## src/rtl/pulse_stretch.sv

```systemverilog
// Stretches each input event into a level held high for at least MIN_WIDTH cycles and until it is acknowledged, with a one-cycle low gap between events.
// Events that arrive while one is being presented are queued in a saturating counter; a lost event sets a sticky overflow flag.
module pulse_stretch #(
   parameter int MIN_WIDTH = 4,
   parameter int CNT_W     = 4
) (
   input  logic             clk,
   input  logic             reset,
   input  logic             pulse_in,
   input  logic             ack,
   output logic             level_out,
   output logic             busy,
   output logic [CNT_W-1:0] pending,
   output logic             overflow
);

   typedef enum logic [1:0] {
      S_IDLE,
      S_HOLD,
      S_WAIT_ACK,
      S_GAP
   } state_t;

   localparam logic [7:0]       HOLD_INIT = 8'(MIN_WIDTH - 1);
   localparam logic [CNT_W-1:0] PEND_MAX  = '1;
   localparam logic [CNT_W-1:0] PEND_ONE  = CNT_W'(1);

   state_t           r_state;
   state_t           w_state_nxt;
   logic [7:0]       r_hold_cnt;
   logic [7:0]       w_hold_cnt_nxt;
   logic             r_ack_seen;
   logic             w_ack_seen_nxt;
   logic [CNT_W-1:0] r_pending;
   logic [CNT_W-1:0] w_pending_nxt;
   logic             r_overflow;
   logic             w_overflow_nxt;
   logic             r_level;
   logic             w_level_nxt;

   always_comb begin
      w_state_nxt    = r_state;
      w_hold_cnt_nxt = r_hold_cnt;
      w_ack_seen_nxt = r_ack_seen;
      w_pending_nxt  = r_pending;
      w_overflow_nxt = r_overflow;

      // Events arriving while the level is presented are queued, saturating.
      if ((r_state == S_HOLD || r_state == S_WAIT_ACK) && pulse_in) begin
         if (r_pending == PEND_MAX) begin
            w_overflow_nxt = 1'b1;
         end else begin
            w_pending_nxt = r_pending + PEND_ONE;
         end
      end

      case (r_state)
         S_IDLE: begin
            if (pulse_in) begin
               w_state_nxt    = S_HOLD;
               w_hold_cnt_nxt = HOLD_INIT;
               w_ack_seen_nxt = 1'b0;
            end
         end
         S_HOLD: begin
            w_ack_seen_nxt = r_ack_seen | ack;
            if (r_hold_cnt == 8'd0) begin
               w_state_nxt = (r_ack_seen || ack) ? S_GAP : S_WAIT_ACK;
            end else begin
               w_hold_cnt_nxt = r_hold_cnt - 8'd1;
            end
         end
         S_WAIT_ACK: begin
            if (ack) begin
               w_state_nxt = S_GAP;
            end
         end
         S_GAP: begin
            if (r_pending != '0 || pulse_in) begin
               w_state_nxt    = S_HOLD;
               w_hold_cnt_nxt = HOLD_INIT;
               w_ack_seen_nxt = 1'b0;
               // A pulse arriving in GAP replaces the queued event being consumed.
               if (!pulse_in) begin
                  w_pending_nxt = r_pending - PEND_ONE;
               end
            end else begin
               w_state_nxt = S_IDLE;
            end
         end
         default: begin
            w_state_nxt = S_IDLE;
         end
      endcase

      w_level_nxt = (w_state_nxt == S_HOLD) || (w_state_nxt == S_WAIT_ACK);
   end

   always_ff @(posedge clk or posedge reset) begin
      if (reset) begin
         r_state    <= S_IDLE;
         r_hold_cnt <= 8'd0;
         r_ack_seen <= 1'b0;
         r_pending  <= '0;
         r_overflow <= 1'b0;
         r_level    <= 1'b0;
      end else begin
         r_state    <= w_state_nxt;
         r_hold_cnt <= w_hold_cnt_nxt;
         r_ack_seen <= w_ack_seen_nxt;
         r_pending  <= w_pending_nxt;
         r_overflow <= w_overflow_nxt;
         r_level    <= w_level_nxt;
      end
   end

   assign level_out = r_level;
   assign busy      = (r_state != S_IDLE);
   assign pending   = r_pending;
   assign overflow  = r_overflow;

endmodule
```

## config.mk

```make
export PLATFORM = sky130hd
export DESIGN_NAME = pulse_stretch
export DESIGN_NICKNAME = d
export VERILOG_FILES = /design/src/rtl/pulse_stretch.sv
export SDC_FILE = /design/constraint.sdc
export NUM_CORES = 1
export LEC_CHECK = 0
export ABC_AREA = 1
export BUFFER_PORTS_ARGS = -buffer_cell sky130_fd_sc_hd__buf_4
export CORE_MARGIN = 8
export CORE_UTILIZATION = 63
export DETAILED_ROUTE_END_ITERATION = 10
export HOLD_SLACK_MARGIN = 0.02
export PLACE_DENSITY_LB_ADDON = 0.12
export SKIP_LAST_GASP = 1
export SLEW_MARGIN = 0
export SYNTH_ARGS = -nofsm -noshare
export SYNTH_HDL_FRONTEND = slang
export SYNTH_SLANG_ARGS = --single-unit
```

## constraint.sdc

```tcl
create_clock -name clk -period 3.4 [get_ports clk]
set_input_delay 0.51 -clock clk [delete_from_list [all_inputs] [get_ports clk]]
set_output_delay 0.51 -clock clk [all_outputs]
set_load 0.01 [all_outputs]
```

======== Word-level counts from Yosys, hierarchy flattened ========
Index checks and enable logic that the tools add are counted.
storage, ports and cells
  input port bits ......................... 4
  register bits ........................... 17
cells by class
  add/sub/neg operators ................... 3
  bitwise logic cells ..................... 1
  reduce and logical (&&, ||, !) cells .... 13
  equal/unequal tests ..................... 9
  multiplexer cells ....................... 18
operator list
  kind                 number
  $mux 8               3
  $pmux 8 s3           1
  $mux 4               5
  $logic_not 8->1      1
  $pmux 2 s4           1
  $sub 8x1->8 const B  1
  $eq 2x2->1 const B   3
  $mux 2               3
  $ne 2x2->1 const B   3
  $add 4x1->4 const B  1
  $eq 2x1->1 const B   2
  $eq 4x4->1 const B   1
  $logic_or 1x1->1     4
  $mux 1               4
  $reduce_and 4->1     1
  $reduce_bool 4->1    1
  $sub 4x1->4 const B  1
  $pmux 1 s3           1
  $reduce_and 3->1     1
  $reduce_bool 3->1    1
  $logic_not 2->1      1
  $reduce_and 2->1     1
  $reduce_bool 2->1    1
  $logic_and 1x1->1    1
  $or 1x1->1           1

======== Longest topological paths before layout ========
  depth after elaboration ................. 7
  mapped depth ............................ 11
  gate-level depth less buffers ........... 11

======== Worst setup path after synthesis ========
OpenSTA, ideal clock, no wires.
  path type ............................... register to register
  from .................................... reg r_pending[0] (netlist: pending[0])
  to ...................................... reg r_hold_cnt[1]
  cell stages (with the launch flop) ...... 9
  setup slack ............................. 1.895 ns
  required time ........................... 3.283 ns
  arrival ................................. 1.388 ns
  setup time .............................. 0.117 ns
  path through ............................ dfrtp_1 inv_1 ha_1 nand4_4 o21ai_4 nor2_8 buf_12 nand2_2 o21ai_2
between the ends
  longest elaborated chain between the ends .. 4
RTL lines
  element                     line  source
  from (decl)                 34    logic [CNT_W-1:0] r_pending;
  from (signal assigned)      111   r_pending <= w_pending_nxt;
  $reduce_bool 4->1           79    if (r_pending != '0 || pulse_in) begin
  $logic_or 1x1->1            79
  $ne 2x2->1 (no line)        --
  $reduce_and 4->1 (no line)  --
  to (signal assigned)        109   r_hold_cnt <= w_hold_cnt_nxt;
  to (decl)                   30    logic [7:0] r_hold_cnt;
No other way between the ends.
A chain may end at the register's enable or synchronous reset.

======== Worst setup path after layout ========
  from .................................... reg r_state[0]
  to ...................................... out busy
between the ends
  longest elaborated chain between the ends .. 1
RTL lines
  element                 line  source
  from (decl)             28    state_t r_state;
  from (signal assigned)  108   r_state <= w_state_nxt;
  $reduce_bool 2->1       118   assign busy = (r_state != S_IDLE);
  to (decl)               12    output logic busy,
No other way between the ends.

==> summary.txt <==
Status
  – Status: complete, no violations

Timing
  – Crit path time final: 1.84 ns
  – Period Utilization, post-route: 54.0%
  – Pins over their slew limit: 0
  – Relative slew slack: 57.6%
  – Clock skew: 0.00709 ns
  – RSZ-0062 raised after global routing: no
  – Final hold vios: 0
  – Fmax: 545 MHz
  – Final setup fails: 0
  – Setup TNS: 0 ns
  – Slew at the pin closest to its max-slew limit: 0.635 ns

Die
  – Die area: 3670 um^2
  – Initial core utilization: 65.1%
  – Ports: 11
  – Die width: 60.6 um
  – Core Region: 1920 um^2
  – Die Span Y: 60.6 um
  – Std cell rows: 16

Pwr
  – Leak Pwr: 0.699 nW
  – Peak supply drop: 0.000525 V
  – Cell Pwr Density: 947 nW/um^2
  – Design Power: 0.00129 W

Worst setup path
  – Worst reg2reg path startpoint: r_state[0]
  – Critical Path Slowest Stage Cell: dfrtp_1
  – Worst reg2reg endpoint: r_hold_cnt[0]
  – Max Fanout on Critical Path: 6
  – CP endpoint kind: output pin
  – CP most frequent cell: inv_1
  – R2R setup slack: 1.75 ns
  – WP data arrival: 1.33 ns
  – Critical path type: flip-flop to output pin
  – Cell family with most CP delay: flip-flops
  – Worst Path Required: 2.89 ns
  – Stages on worst setup path: 4
  – CP startpoint kind: flip-flop
  – R2R depth: 7
  – Max stage delay on crit path: 0.42 ns
  – Ordered list of cells on the worst path: inv_1, ha_1, inv_1, buf_4
  – WP buf/inv: 3

Logic synthesis
  – EDFF count, synth: 0
  – Post-synth top area share: 34.0%
  – Post-Syn Area: 1250 um^2
  – Largest area contributor in the netlist: dfrtp_1
  – Largest cells by area after synthesis: dfrtp_1 34%, ha_1 10%, nand2_1 6.6%
  – Syn Area/Cell: 8.51 um^2
  – Most frequent cells after synthesis: 22 x nand2_1, 17 x dfrtp_1, 15 x inv_1
  – Syn Inst Count: 147
  – Synth Flop Type: dfrtp_1
  – Sequential area share after synthesis: 34.0%
  – Post-Syn Nets: 161
  – Post-synthesis register bit count: 17
  – Top-count cell post-synth: nand2_1
  – Synth cell types: 27
  – Synthesis Warnings: 0
  – Async S/R FF share, synth: 100%

Cells and area
  – Layout cell share with drive strength beyond 1: 29.4%
  – Antenna cells: 0
  – Non-Filler Instances: 187
  – Post-layout instance area: 1370 um^2
  – Fill count: 168
  – Layout Nets: 175
  – Layout Area Growth over Synthesis: 9.30%

Route
  – DR WL met3: 75 um
  – Total routed wirelength: 2250 um
  – Drt initial violations: 18
  – Residual DRC: 0
  – Vias: 937
  – Vias per inst: 5.01
  – Wire per inst: 12.0 um
  – Max Used Layer: met4
  – Met1 wire length: 1080 um
  – Detail Route Antenna Nets: 0
  – First-pass DRT Iterations: 4
  – Met2 Wirelength: 1050 um

Clocking
  – CTS tree: yes
  – CTS sink count: 17
  – Latest clock arrival within the worst-skew pair: 0.30 ns
  – CTS Buf Count: 3
  – CTS resizes: 0
  – Hold buffer count at cts: 0
  – Setup repair bufs after CTS: 0
  – CTS clk-pin slew, worst paths: 0.10 ns
  – Htree depth: 1
  – CTS max path bufs: 2
  – Root Buffer: clkbuf_4

Min path
  – Min-delay worst type: input port to async pin

Place
  – Port buffer count: 10
  – # placed instances: 183
  – Post-DP HPWL: 1760 um
  – Gpl congestion: 0.959
  – Area post-placement: 1340 um^2

Global route
  – Vias in the first global route: 914
  – Global-route wire length before repair: 3880 um
  – Largest net degree at the start of global routing: 18
  – Tot GR Track Use: 14.1%
  – Initial antenna violation count: 0
  – Total congestion overflow: 0

Run
  – MaxCap Viol Count: 0
-- logic make-up (layout without fill, tap and decap cells) --
logic type | after synthesis | in the layout | share of synthesized area, %
compound gates | 22 | 22 | 12.9
xor+xnor | 10 | 10 | 7.00
buf+inv | 28 | 41 | 9.90
fa+ha+maj | 10 | 10 | 10.0
simple gates | 59 | 59 | 25.4
flops | 17 | 17 | 34.0
mux | 1 | 1 | 0.800
-- sequential cells by signal, summed over array words and instances (netlist names) --
name and cells:
level_out 1, overflow 1, pending 4, r_ack_seen 1, r_hold_cnt 8, r_state 2
-- cell usage in the layout (no fill, tap or decap), types with 2 or more instances in the layout --
master,count
a21oi_1,3
buf_4,10
clkbuf_4,3
dfrtp_1,17
ha_1,10
inv_1,15
inv_2,11
nand2_1,22
nand2_2,3
nand3_1,12
nor2_1,14
nor2_4,2
o21ai_0,6
o21ai_2,9
xor2_1,9
-- stage by stage --
stage	utilization, %	hold slack (ns)	worst slack (ns)
2_1_floorplan	-	0.436	1.89
3_3_place_gp	69.7	0.459	1.76
3_5_place_dp	69.7	0.468	1.75
4_1_cts	71.2	0.297	1.54
5_1_grt	71.2	0.356	1.45
6_report	71.2	0.282	1.56
-- how the worst max path moves through the flow --
stage	slack [ns]	to	start
detailed placement	1.75	r_hold_cnt[0]	r_state[0]
global route	1.45	busy	r_state[0]
floorplan	1.89	r_hold_cnt[1]	pending[0]
finish	1.56	busy	r_state[0]
CTS	1.54	busy	r_state[0]
global placement	1.76	r_hold_cnt[0]	r_state[0]
-- where the power goes --
part           internal (W)  switching (W)  total [W]
Clock             0.0000439      0.0000664   0.000110
Combinational      0.000318       0.000508   0.000826
Sequential         0.000288      0.0000711   0.000359
-- area by class of cell --
type                    instances  area [um^2]  area share, %
multi-input cells             102          702           51.3
flip-flops and latches         17          425           31.1
inverters                      27          104           7.59
repair buffers                 10         75.1           5.49
well taps                      27         33.8           2.47
clock buffers                   3         22.5           1.65
clock inverters                 1         5.00          0.366
-- per-layer routing --
layer | vias up | global-route usage, %
li1 | 489 | -
met1 | 420 | 18.9
met4 | 0 | 6.98
met5 | - | 0
met2 | 23 | 21.7
met3 | 5 | 1.91
Note: power is estimated with default switching activity, not from simulation.
